File: src/rtl/perfect_pkg.sv
// perfect_pkg: shared state encoding and defaults for the perfect-number generator.
package perfect_pkg;
    typedef enum logic [3:0] {
        IDLE,
        INIT,
        CHK_D,
        SUB,
        ACC,
        DECIDE,
        EMIT,
        NEXT_N,
        DONE
    } state_t;
    localparam int DEF_WIDTH = 16;
    localparam int DEF_CNT_W = 8;
    localparam int MIN_CANDIDATE = 2;
endpackage

File: src/rtl/mod_subtract.sv
// mod_subtract: remainder register reduced by one subtraction of divisor per step.
module mod_subtract #(
    parameter int WIDTH = 16
) (
    input  logic             clk,
    input  logic             rst,
    input  logic             load,
    input  logic             step,
    input  logic [WIDTH-1:0] value,
    input  logic [WIDTH-1:0] divisor,
    output logic [WIDTH-1:0] rem,
    output logic             ge,
    output logic             zero
);
    assign ge   = rem >= divisor;
    assign zero = rem == '0;
    always_ff @(posedge clk or negedge rst)
        if (!rst)
            rem <= '0;
        else if (load)
            rem <= value;
        else if (step && ge)
            rem <= rem - divisor;
endmodule

File: src/rtl/perfect_number_generator.sv
// perfect_number_generator: scans [lo, hi] and emits each perfect number on a valid/ready port.
module perfect_number_generator
    import perfect_pkg::*;
#(
    parameter int WIDTH = DEF_WIDTH,
    parameter int CNT_W = DEF_CNT_W
) (
    input  logic             clk,
    input  logic             rst,
    input  logic             go,
    input  logic [WIDTH-1:0] lo,
    input  logic [WIDTH-1:0] hi,
    output logic [WIDTH-1:0] out_num,
    output logic             out_valid,
    input  logic             out_ready,
    output logic             busy,
    output logic             over,
    output logic [CNT_W-1:0] found
);
    localparam logic [WIDTH-1:0] MIN_N = WIDTH'(MIN_CANDIDATE);
    state_t           state, nxt;
    logic [WIDTH-1:0] n, d, hi_q, rem;
    logic [WIDTH:0]   sum, sum_acc;
    logic             ge, zero;
    mod_subtract #(.WIDTH(WIDTH)) u_sub (
        .clk    (clk),
        .rst    (rst),
        .load   (state == CHK_D && d < n),
        .step   (state == SUB),
        .value  (n),
        .divisor(d),
        .rem    (rem),
        .ge     (ge),
        .zero   (zero)
    );
    assign sum_acc   = sum + (zero ? {1'b0, d} : '0);
    assign out_valid = state == EMIT;
    assign over      = state == DONE;
    assign busy      = state != IDLE && state != DONE;
    always_ff @(posedge clk or negedge rst)
        if (!rst)
            state <= IDLE;
        else
            state <= nxt;
    always_comb begin
        nxt = state;
        case (state)
            IDLE:    if (go) nxt = (lo > hi || hi < MIN_N) ? DONE : INIT;
            INIT:    nxt = CHK_D;
            CHK_D:   nxt = (d >= n) ? DECIDE : SUB;
            SUB:     nxt = ge ? SUB : ACC;
            ACC:     nxt = (sum_acc > {1'b0, n}) ? NEXT_N : CHK_D;
            DECIDE:  nxt = (sum == {1'b0, n}) ? EMIT : NEXT_N;
            EMIT:    nxt = out_ready ? NEXT_N : EMIT;
            NEXT_N:  nxt = (n == hi_q) ? DONE : INIT;
            DONE:    nxt = go ? DONE : IDLE;
            default: nxt = IDLE;
        endcase
    end
    // n stops at hi_q before incrementing, so an all-ones bound cannot wrap
    always_ff @(posedge clk or negedge rst)
        if (!rst) begin
            n       <= '0;
            d       <= '0;
            sum     <= '0;
            hi_q    <= '0;
            out_num <= '0;
            found   <= '0;
        end else begin
            case (state)
                IDLE:
                    if (go) begin
                        n     <= (lo > MIN_N) ? lo : MIN_N;
                        hi_q  <= hi;
                        found <= '0;
                    end
                INIT: begin
                    sum <= (WIDTH+1)'(1);
                    d   <= MIN_N;
                end
                ACC: begin
                    sum <= sum_acc;
                    d   <= d + 1'b1;
                end
                DECIDE:  out_num <= n;
                EMIT:    if (out_ready && found != '1) found <= found + 1'b1;
                NEXT_N:  if (n != hi_q) n <= n + 1'b1;
                default: ;
            endcase
        end
endmodule

File: config.mk
export PLATFORM = sky130hd
export DESIGN_NAME = perfect_number_generator
export DESIGN_NICKNAME = d
export VERILOG_FILES = /design/src/rtl/perfect_pkg.sv /design/src/rtl/mod_subtract.sv /design/src/rtl/perfect_number_generator.sv
export SDC_FILE = /design/constraint.sdc
export NUM_CORES = 1
export LEC_CHECK = 0
export CAP_MARGIN = 20
export CORE_AREA = 5 5 129 131
export DETAILED_ROUTE_END_ITERATION = 16
export DIE_AREA = 0 0 134 136
export PLACE_DENSITY = 0.81
export SETUP_SLACK_MARGIN = 0.3
export SYNTH_ARGS = -nofsm -noshare
export SYNTH_HDL_FRONTEND = slang
export SYNTH_HIERARCHICAL = 1
export SYNTH_SLANG_ARGS = --single-unit
File: constraint.sdc
create_clock -name clk -period 5.35 [get_ports clk]
set_clock_uncertainty 0.15 [all_clocks]
set_input_delay 0.535 -clock clk [delete_from_list [all_inputs] [get_ports clk]]
set_output_delay 0.535 -clock clk [all_outputs]
set_load 0.01 [all_outputs]
======== Word-level counts from Yosys, hierarchy flattened ========
Cells that the tools add are included.
W data, S select, Z words.
operators by class
  mux-type cells .......................... 22
  $lt $le $gt $ge ......................... 7
  reduce and logical (&&, ||, !) cells .... 15
  add/sub/neg operators ................... 5
  eq/ne operators ......................... 16
operator list
  operator                 number
  $mux W16                 6
  $pmux W16 S2             2
  $pmux W4 S9              1
  $pmux W17 S2             1
  $add A16 B1 Y16 const B  2
  $ge A16 B16 Y1           2
  $add A17 B16 Y17         1
  $eq A17 B16 Y1           1
  $gt A17 B16 Y1           1
  $eq A16 B16 Y1           1
  $eq A4 B3 Y1 const B     4
  $gt A16 B16 Y1           1
  $gt A16 B2 Y1 const B    1
  $logic_not A16 Y1        1
  $lt A16 B16 Y1           1
  $lt A16 B2 Y1 const B    1
  $mux W4                  4
  $mux W8                  2
  $ne A16 B16 Y1           1
  $pmux W8 S2              1
  $sub A16 B16 Y16         1
  $mux W3                  3
  $add A8 B1 Y8 const B    1
  $eq A4 B2 Y1 const B     2
  14 further kinds         23
storage, ports and cells
  output and inout bits ................... 27
  register bits after elaboration ......... 109
  input port bits ......................... 36

======== Depth between registers and ports, before layout ========
  depth after elaboration ................. 6
  gate-level depth with buffers ........... 20

======== Hierarchy ========
The synthesis kept the hierarchy.
modules (own cells, without submodules)
  module                    times used  area each (sq um)  seq. area each (sq um)  cells each
  perfect_number_generator  1           6558.8             2327.2                  727
  mod_subtract              1           1757.9             400.4                   209

======== Worst setup path after synthesis ========
OpenSTA, ideal clock, no wires.
  path type ............................... flip-flop to flip-flop
  from .................................... register u_sub.rem[1]
  to ...................................... register state[2]
  clock period less this slack ............ 4.318 ns
  arrival time ............................ 4.032 ns
  required time ........................... 5.064 ns
  slack ................................... 1.032 ns
  cell stages (with the launch flop) ...... 20
  path through ............................ dfrtp_1 > nor4_1 > and4_1 > clkbuf_1 > and2_1 > ha_1 > inv_1 > fa_1 > nand2b_1 > a21oi_1 > o2111ai_1 > o21bai_1 > a21boi_0 > xnor2_1 > ha_1 > a2111oi_0 > o21ai_0 > nor4bb_1 > a2bb2oi_1 > o211ai_1
on the way
  cells in the longest elaborated chain, start to end .. 6
  elaborated cells on any way between the ends .. 8
  those cells by class .................... add/sub (1); order compare (2); mux (4); reduce/logical (1)
ends and longest elaborated chain
  what                    RTL line                        RTL
  start, declared         mod_subtract.sv:11              output logic [WIDTH-1:0] rem,
  start signal, assigned  mod_subtract.sv:21              rem <= value;
  start signal, assigned  mod_subtract.sv:23              rem <= rem - divisor;
  $logic_not A16 Y1       mod_subtract.sv:16              assign zero = rem == '0;
  via zero                perfect_number_generator.sv:24  logic ge, zero;
  $mux W16                perfect_number_generator.sv:36  assign sum_acc = sum + (zero ? {1'b0, d} : '0);
  $add A17 B16 Y17        perfect_number_generator.sv:36
  $gt A17 B16 Y1          perfect_number_generator.sv:52  ACC: nxt = (sum_acc > {1'b0, n}) ? NEXT_N : CHK_D;
  $mux W3                 perfect_number_generator.sv:52
  $pmux W4 S9             perfect_number_generator.sv:47  case (state)
  end signal, assigned    perfect_number_generator.sv:44  state <= nxt;
  end, declared           perfect_number_generator.sv:21  state_t state, nxt;
The timed path passes the listed nets, and every way through them passes these cells.
A chain may end at the register's enable or synchronous reset.

======== Final worst setup path ========
  from .................................... register u_sub.rem[9]
  to ...................................... register state[2]
Same word-level chain as after synthesis.

==> results.txt <==
Result of the run = complete, no violations
Number of warnings issued by yosys = 6
Post-synth EDFFs = 0
Clk slew on worst S/H paths = 80 ps
Vias in the first global route = 7,142
Number of distinct library cells after synthesis = 72
Post-Syn Area = 0.00832 mm²
Vias after detailed routing = 7,349
Final hold violation count = 0
Xor and xnor area share after synthesis = 6.95%
Unrepaired setup endpoints after global routing = no
Number of diodes added for antenna fixing = 0
Floorplan die height = 136 µm
Fin area = 0.00937 mm²
Cell area reported after detailed placement = 0.00902 mm²
TritonRoute pass-1 iters = 5
Top-level I/O count = 63
Crit path arrival time = 4800 ps
Worst-Skew Late Latency = 360 ps
Largest cells by area after synthesis = sky130_fd_sc_hd__dfrtp_1 (33%), sky130_fd_sc_hd__ha_1 (12%), sky130_fd_sc_hd__nand2_1 (4.6%)
Share of the synthesized area in the top cell type = 32.8%
Layout Utilization = 60.5%
Most prevalent standard cell on the critical path = sky130_fd_sc_hd__ha_1
Post-Synthesis Mean Instance Area = 8.89 µm²
R2R Path End = state[2]
Final clock period utilization by the worst path = 88.3%
Count of mapped cells out of synthesis = 936
CTS HTree Levels = 3
Setup total negative slack = 0 ps
Total GRT Usage = 26.6%
Final Power = 4.58 mW
Hold Slack = 74.9 ps
Max transition margin = 34.3%
Combinational family with the most area after synthesis = compound AO/OA/AOI/OAI gates
Largest net degree at the start of global routing = 57
Max IR drop VDD = 0.343 mV
# fillers = 1,310
Slack of the critical path = 625 ps
Net Count, Synth = 1,057
Clk sinks = 109
Critical path buffers and inverters = 1
Register bit total from synthesis = 109
Die area = 0.0182 mm²
Slew Viols, Final = 0
Row count = 46
Wire length of the first global-routing pass = 37.9 mm
Number of buffers created by CTS = 9
Number of maximum-capacitance constraint violations = 0
Largest fanout of any net on the critical path = 3
Residual DRC count = 0
Depth of the most critical reg-to-reg path = 18
Worst R2R Start = u_sub/rem[9]
Final nets = 1,098
Number of nets with antenna violations after routing = 0
Final std cells w/o fill = 1,174
Core region area = 0.0155 mm²
Gpl congestion = 0.936
Family with the most delay on the worst path = compound AO/OA/AOI/OAI gates
Antenna violations before repair = 1
Worst setup path startpoint = u_sub/rem[9]
Post-route minimum period = 4730 ps
Crit Path Class = flip-flop to flip-flop
Post-synth top cells = sky130_fd_sc_hd__dfrtp_1 (109), sky130_fd_sc_hd__nand2_1 (101), sky130_fd_sc_hd__ha_1 (83)
Worst slack after detailed placement = 645 ps
Transition time at the pin with the least slew margin = 983 ps
Die X = 134 µm
Leakage power total = 4.27 nW
Dominant cell by count in the synthesized netlist = sky130_fd_sc_hd__dfrtp_1
Via count normalized by instance count = 6.26
Top_reg_cell synth = sky130_fd_sc_hd__dfrtp_1
Cell count after placement = 1,158
Detail-routed net length per standard cell = 20.3 µm
Maximum buffer depth of the clock tree = 2
Post-synth ARST share = 100%
Cell-by-cell trace of the critical path = nor4_2 -> and4_1 -> and2_1 -> ha_1 -> inv_1 -> fa_1 -> nand2b_1 -> a21oi_1 -> o2111ai_1 -> o21bai_2 -> a21boi_0 -> xnor2_1 -> ha_1 -> a2111oi_0 -> o21ai_0 -> nor4bb_1 -> a2bb2oi_1 -> o211ai_1
Post-synthesis adder-cell area fraction = 13.0%
Proportion of synthesized area in mux cells = 3.99%
GRT overflow = 0
Cell with the largest stage delay on the worst path = sky130_fd_sc_hd__dfrtp_1
Element type at the critical path start = flip-flop
Maximum cell stage delay along the critical path = 420 ps
Endpoint kind of the worst setup timing path = flip-flop
Synth Area in Compound Gates = 20.2%
Class of the worst hold path = input port to async pin
Total Wirelength = 23.9 mm
Detailed-placement wirelength estimate = 17.6 mm
Quantity of I/O buffers inserted on ports = 62
Ratio of cells with drive above 1 in the final layout = 6.52%
Clock root buffer = sky130_fd_sc_hd__clkbuf_16
Area share of and/or/nand/nor cells after synthesis = 17.7%
Count of final setup violators = 0
Data required, critical path = 5420 ps
Growth of design area from synthesis to finish = 12.6%
Achievable frequency = 212 MHz
Proportion of synthesized chip area in sequential cells = 32.8%
Total power density per cell area = 489 mW/mm²
Clock tree from TritonCTS = built
Initial core utilization = 53.7%
Initial DRC count = 711
Leading area contributor after synthesis = sky130_fd_sc_hd__dfrtp_1
Reg2Reg Setup Slack = 620 ps
per-layer routing:
layer | GRT usage [%] | vias up | part of all wire (%)
li1 | - | 3481 | -
met1 | 35.6 | 3491 | 43
met2 | 43.2 | 327 | 46
met3 | 5.22 | 48 | 8.3
met4 | 9.43 | 2 | 2.8
met5 | 0 | - | 0.054
cell usage in the layout, fill, tap and decap left out, types with 3 or more instances in the layout:
cell type / instances
sky130_fd_sc_hd__a21oi_4: 3
sky130_fd_sc_hd__dfrtp_1: 109
sky130_fd_sc_hd__buf_4: 8
sky130_fd_sc_hd__nand2b_1: 10
sky130_fd_sc_hd__a211oi_1: 4
sky130_fd_sc_hd__xnor2_1: 38
sky130_fd_sc_hd__o21ai_0: 61
sky130_fd_sc_hd__clkbuf_16: 9
sky130_fd_sc_hd__ha_1: 83
sky130_fd_sc_hd__o211ai_1: 7
sky130_fd_sc_hd__or2_2: 3
sky130_fd_sc_hd__clkdlybuf4s50_1: 61
sky130_fd_sc_hd__a21oi_1: 64
sky130_fd_sc_hd__o31ai_1: 3
sky130_fd_sc_hd__nand3_1: 23
sky130_fd_sc_hd__o21ai_1: 13
sky130_fd_sc_hd__a31oi_1: 5
sky130_fd_sc_hd__nor2_1: 37
sky130_fd_sc_hd__o22ai_1: 9
sky130_fd_sc_hd__mux2_2: 17
sky130_fd_sc_hd__nand2_1: 101
sky130_fd_sc_hd__a22o_1: 15
sky130_fd_sc_hd__o21a_1: 7
sky130_fd_sc_hd__nor3_1: 11
sky130_fd_sc_hd__o2111ai_1: 3
sky130_fd_sc_hd__nor4_1: 17
sky130_fd_sc_hd__and2_1: 22
sky130_fd_sc_hd__nor2b_1: 6
sky130_fd_sc_hd__xor2_1: 28
sky130_fd_sc_hd__a2bb2oi_1: 5
sky130_fd_sc_hd__a21o_1: 20
sky130_fd_sc_hd__or3_1: 4
sky130_fd_sc_hd__o21bai_1: 3
sky130_fd_sc_hd__nand4_1: 34
sky130_fd_sc_hd__a22oi_1: 5
sky130_fd_sc_hd__inv_1: 64
sky130_fd_sc_hd__o221ai_1: 3
sky130_fd_sc_hd__mux2i_1: 14
where the power goes:
| group | leakage [nW] | total [mW] | internal (mW) | switching (mW) |
|---|---|---|---|---|
| combinational | 2.72 | 2.30 | 1.01 | 1.29 |
| sequential | 1.39 | 1.52 | 1.09 | 0.431 |
| clock | 0.163 | 0.754 | 0.427 | 0.326 |
cell families (layout without fill, tap and decap cells):
| group | after synthesis | count (layout) |
|---|---|---|
| buf+inv | 103 | 149 |
| xor+xnor | 66 | 66 |
| fa+ha+maj | 85 | 85 |
| flops | 109 | 109 |
| compound gates | 254 | 254 |
| simple gates | 288 | 288 |
| mux | 31 | 31 |
worst max path at each step:
stage | endpoint | slack (ps) | depth (start not counted)
5_1_grt | state[0] | 270 | 17
3_3_place_gp | state[2] | 730 | 18
6_report | state[2] | 620 | 18
3_5_place_dp | state[2] | 640 | 18
2_1_floorplan | state[2] | 1030 | 19
4_1_cts | state[2] | 620 | 18
flip-flops by register name, indices dropped and copies added (netlist names):
name / flops
found: 8
sum: 17
out_num: 16
hi_q: 16
state: 4
d: 16
u_sub/rem: 16
n: 16
what timing repair did:
| item | in CTS | in global routing |
|---|---|---|
| endpoints found under the setup margin | 0 | 2 |
| setup buffers | 0 | 0 |
| hold buffers | 0 | 0 |
| gates resized for setup | 0 | 2 |
final cells by class:
type	count	area, µm²	share of cell area (%)
Inverter	64	240	2.57
Clock buffer	10	239	2.55
Clock inverter	6	91.3	0.975
Sequential cell	109	2730	29.1
Tap cell	192	240	2.57
Timing Repair Buffer	69	671	7.16
Multi-Input combinational cell	724	5160	55.1
No activity file was read; power rests on OpenSTA's default activity.
==> RTL change 1, RTL diff (same settings) <==
The 9 states of `state_t` get a Gray code encoding in 4 bits.
--- a/src/rtl/perfect_pkg.sv
+++ b/src/rtl/perfect_pkg.sv
@@ -2,13 +2,13 @@
 package perfect_pkg;
     typedef enum logic [3:0] {
-        IDLE,
-        INIT,
-        CHK_D,
-        SUB,
-        ACC,
-        DECIDE,
-        EMIT,
-        NEXT_N,
-        DONE
+        IDLE   = 4'b0000,
+        INIT   = 4'b0001,
+        CHK_D  = 4'b0011,
+        SUB    = 4'b0010,
+        ACC    = 4'b0110,
+        DECIDE = 4'b0111,
+        EMIT   = 4'b0101,
+        NEXT_N = 4'b0100,
+        DONE   = 4'b1100
     } state_t;
     localparam int DEF_WIDTH = 16;
Formal check against the unedited RTL: no difference found for any inputs over 10 cycles, from zero or initial values and one cycle with rst low; not proved beyond that.
==> RTL change 1 against the unedited design <==
Utilization grew 1.7 points; routed wire length grew 5.6%; via count grew 6.4%; cell area grew 2.8%; worst setup slack lost 73 ps; synthesized area grew 1.9%; synthesized cell count grew 7.2%; sequential cell count is the same.
Power is not compared: it rests on default switching activity, and its combinational part moved more than twofold at a synthesized area within 25%.
==> RTL change 1: results <==
export IMPL_route_detailed_wl_per_inst_microns=20.3
export IMPL_grtUsageMet3=0.0596
export IMPL_use_met2=0.446
export IMPL_initialDrtViolationCount=783
export IMPL_dp_hpwl_microns=18500
export IMPL_antenna_found_initial=0
export IMPL_top_register="sum"
export IMPL_drt_met1_wl_microns=10700
export IMPL_reg2reg_to="state[0]"
export IMPL_synth_common_cells="120 x nand2_1, 109 x dfrtp_1, 83 x ha_1"
export IMPL_yosys_top_cells_area="dfrtp_1 32%, ha_1 12%, nand2_1 5.3%, xnor2_1 5.1%, o21ai_0 4.4%"
export IMPL_ys_seq_area_frac=0.322
export IMPL_drtPass1Iterations=9
export IMPL_post_dp_cell_area_sq_um=9170
export IMPL_grt_use_total=0.280
export IMPL_synth_nets=1124
export IMPL_rr_startpoint="u_sub/rem[6]"
export IMPL_routed_wirelength_microns=25200
export IMPL_status="finished clean"
export IMPL_top_layer_used="met4"
export IMPL_synthCells=1003
export IMPL_grt_max_degree=70
export IMPL_gp_congestion=0.951
export IMPL_cp_arrival_ps=4960
export IMPL_dp_cells=1219
export IMPL_met1_usage=0.370
export IMPL_regToRegSetupSlack_ps=550
export IMPL_final_layout_size_suffix_gt1_frac=0.0620
export IMPL_worst_r2r_cell_count=20
export IMPL_vias_per_cell=6.31
export IMPL_wl_met3_microns=2030
export IMPL_wl_met2_microns=11400
RTL change 1: power groups by stage:
stage	sequential, uW	clock [uW]	combinational (uW)
after floorplan	840	0	28.5
after global placement	839	0	87.8
after CTS	823	708	89.7
after detailed placement	839	0	89.4
after global routing	823	745	100
final	823	712	89.4
RTL change 1: cell type report:
cell class	count	share of cell area
multi-input cells	787	0.562
flip-flops and latches	109	0.283
repair buffers	73	0.0740
clock buffers	11	0.0252
well taps	192	0.0250
inverters	63	0.0246
clock inverters	5	0.00624
RTL change 1: kinds of logic (layout without fill, tap and decap cells):
kind of cell / count (synthesis) / count (layout) / synth area share
AO/OA/AOI/OAI: 270 / 270 / 0.206
adder cells (fa/ha/maj): 85 / 85 / 0.127
multiplexers: 13 / 13 / 0.0155
AND/OR/NAND/NOR: 355 / 355 / 0.210
flip-flops: 109 / 109 / 0.322
XOR/XNOR: 64 / 64 / 0.0662
buffers and inverters: 107 / 152 / 0.0529
RTL change 1: worst max-delay path, delay by kind of cell, from the launching register on:
kind | cells | cell delay [ps]
DFF | 1 | 430
xor gates and xnor gates | 1 | 220
and+or+nand+nor | 6 | 1260
AOI/OAI and AO/OA | 9 | 1820
adders and majority gates | 3 | 800
buffers and inverters | 1 | 60
RTL change 1: stage by stage:
| stage | hold WS, ps | util | power [uW] | setup WS [ps] |
|---|---|---|---|---|
| final | 141 | 0.622 | 1620 | 552 |
| after global routing | 225 | 0.622 | 1670 | 213 |
| after CTS | 190 | 0.612 | 1620 | 339 |
| after detailed placement | 319 | 0.592 | 929 | 202 |
| after global placement | 311 | 0.592 | 927 | 357 |
| after floorplan | 89.4 | - | 868 | 664 |
RTL change 1: repair_timing:
action	in CTS	in global routing
setup buffers	0	3
resized for setup	2	16
setup endpoints to repair	3	3
pin swaps	1	9
cloned	0	0
endpoints found under the hold margin	0	0
==> RTL change 2, RTL diff (same settings) <==
Made on the original files. The package constant `DEF_CNT_W` goes from 8 to 10.
--- a/src/rtl/perfect_pkg.sv
+++ b/src/rtl/perfect_pkg.sv
@@ -13,5 +13,5 @@
     } state_t;
     localparam int DEF_WIDTH = 16;
-    localparam int DEF_CNT_W = 8;
+    localparam int DEF_CNT_W = 10;
     localparam int MIN_CANDIDATE = 2;
 endpackage
Interface: changed (resized found); port bits go from 63 to 65. The function was not compared with the original's and may differ.
==> RTL change 2 against the unedited design <==
Critical path depth is 1 higher; count of clock-buffer cells in the layout increased by 1; global-route usage rose by 0.82 points; routed wire length increased by 3.1%; cell area rose by 4.0%; synthesized area grew 3.6%; sequential cell count rose by 2; utilization grew 2.4 points; power about the same; synthesized cell count up 2.2%; worst setup slack worse by 170 ps; combinational power about the same; critical path type unchanged.
==> RTL change 2: results <==
export IMPL_status="finished clean"
export IMPL_initialDrtViolationCount=948
export IMPL_grt_pass1_wl_microns=39200
export IMPL_crit_family="simple AND/OR/NAND/NOR gates"
export IMPL_cpPeakStageDelay_ps=440
export IMPL_fin_nets=1122
export IMPL_routed_wirelength_microns=24600
export IMPL_fillCellCount=1246
export IMPL_synth_common_cells="111 x dfrtp_1, 89 x nand2_1, 83 x ha_1"
export IMPL_synth_xor_area_share=0.0690
export IMPL_post_dp_cell_area_sq_um=9340
export IMPL_ys_seq_area_frac=0.322
export IMPL_grt_use_total=0.274
export IMPL_regToRegSetupSlack_ps=460
export IMPL_grt_max_degree=58
export IMPL_largest_reg_flops=17
export IMPL_final_layout_size_suffix_gt1_frac=0.0895
export IMPL_dp_cells=1179
export IMPL_relSlewSlack=0.326
export IMPL_synth_compound_area_frac=0.216
export IMPL_power_switching_uw=2060
export IMPL_cts_setup_buffers=1
export IMPL_cp_max_fo=8
export IMPL_pre_cts_slack_ps=19.6
export IMPL_route_detailed_wl_per_inst_microns=20.5
export IMPL_dp_hpwl_microns=18000
export IMPL_synthMuxAreaShare=0.0348
export IMPL_port_buffers=64
export IMPL_clkPwrFrac=0.159
export IMPL_cts_resized_gates=4
export IMPL_ys_types=81
export IMPL_fmax_mhz=204
export IMPL_antenna_found_initial=0
export IMPL_holdWs_ps=54.3
export IMPL_yosys_top_cells_area="dfrtp_1 32%, ha_1 12%, xnor2_1 4.1%, o21ai_0 3.9%, nand2_1 3.9%"
export IMPL_synthAdderAreaFrac=0.125
export IMPL_cp_arrival_ps=4990
export IMPL_avgSynthCellArea_sq_um=9.01
export IMPL_max_vdd_ir_drop_v=0.000314
export IMPL_leakage_uw=0.00439
export IMPL_switching_share=0.450
export IMPL_vias_per_cell=6.36
==> RTL change 2: routing by layer <==
layer  share of wire  GRT usage  routed length [microns]  vias to the layer above
met3           0.084     0.0415                     2060                       65
met5               0          0                        0                        -
met1            0.42      0.372                    10400                     3619
met2            0.45      0.435                    11200                      380
met4           0.039      0.123                      958                        0
li1                -          -                        -                     3560
==> RTL change 2: area by class of cell <==
type / count / area, sq um / share of cell area
Antenna cell: 1 / 2.50 / 0.000257
Clock buffer: 11 / 253 / 0.0260
Clock inverter: 5 / 62.6 / 0.00643
Inverter: 66 / 248 / 0.0254
Multi-Input combinational cell: 739 / 5440 / 0.559
Sequential cell: 111 / 2780 / 0.285
Tap cell: 192 / 240 / 0.0247
Timing Repair Buffer: 74 / 713 / 0.0733
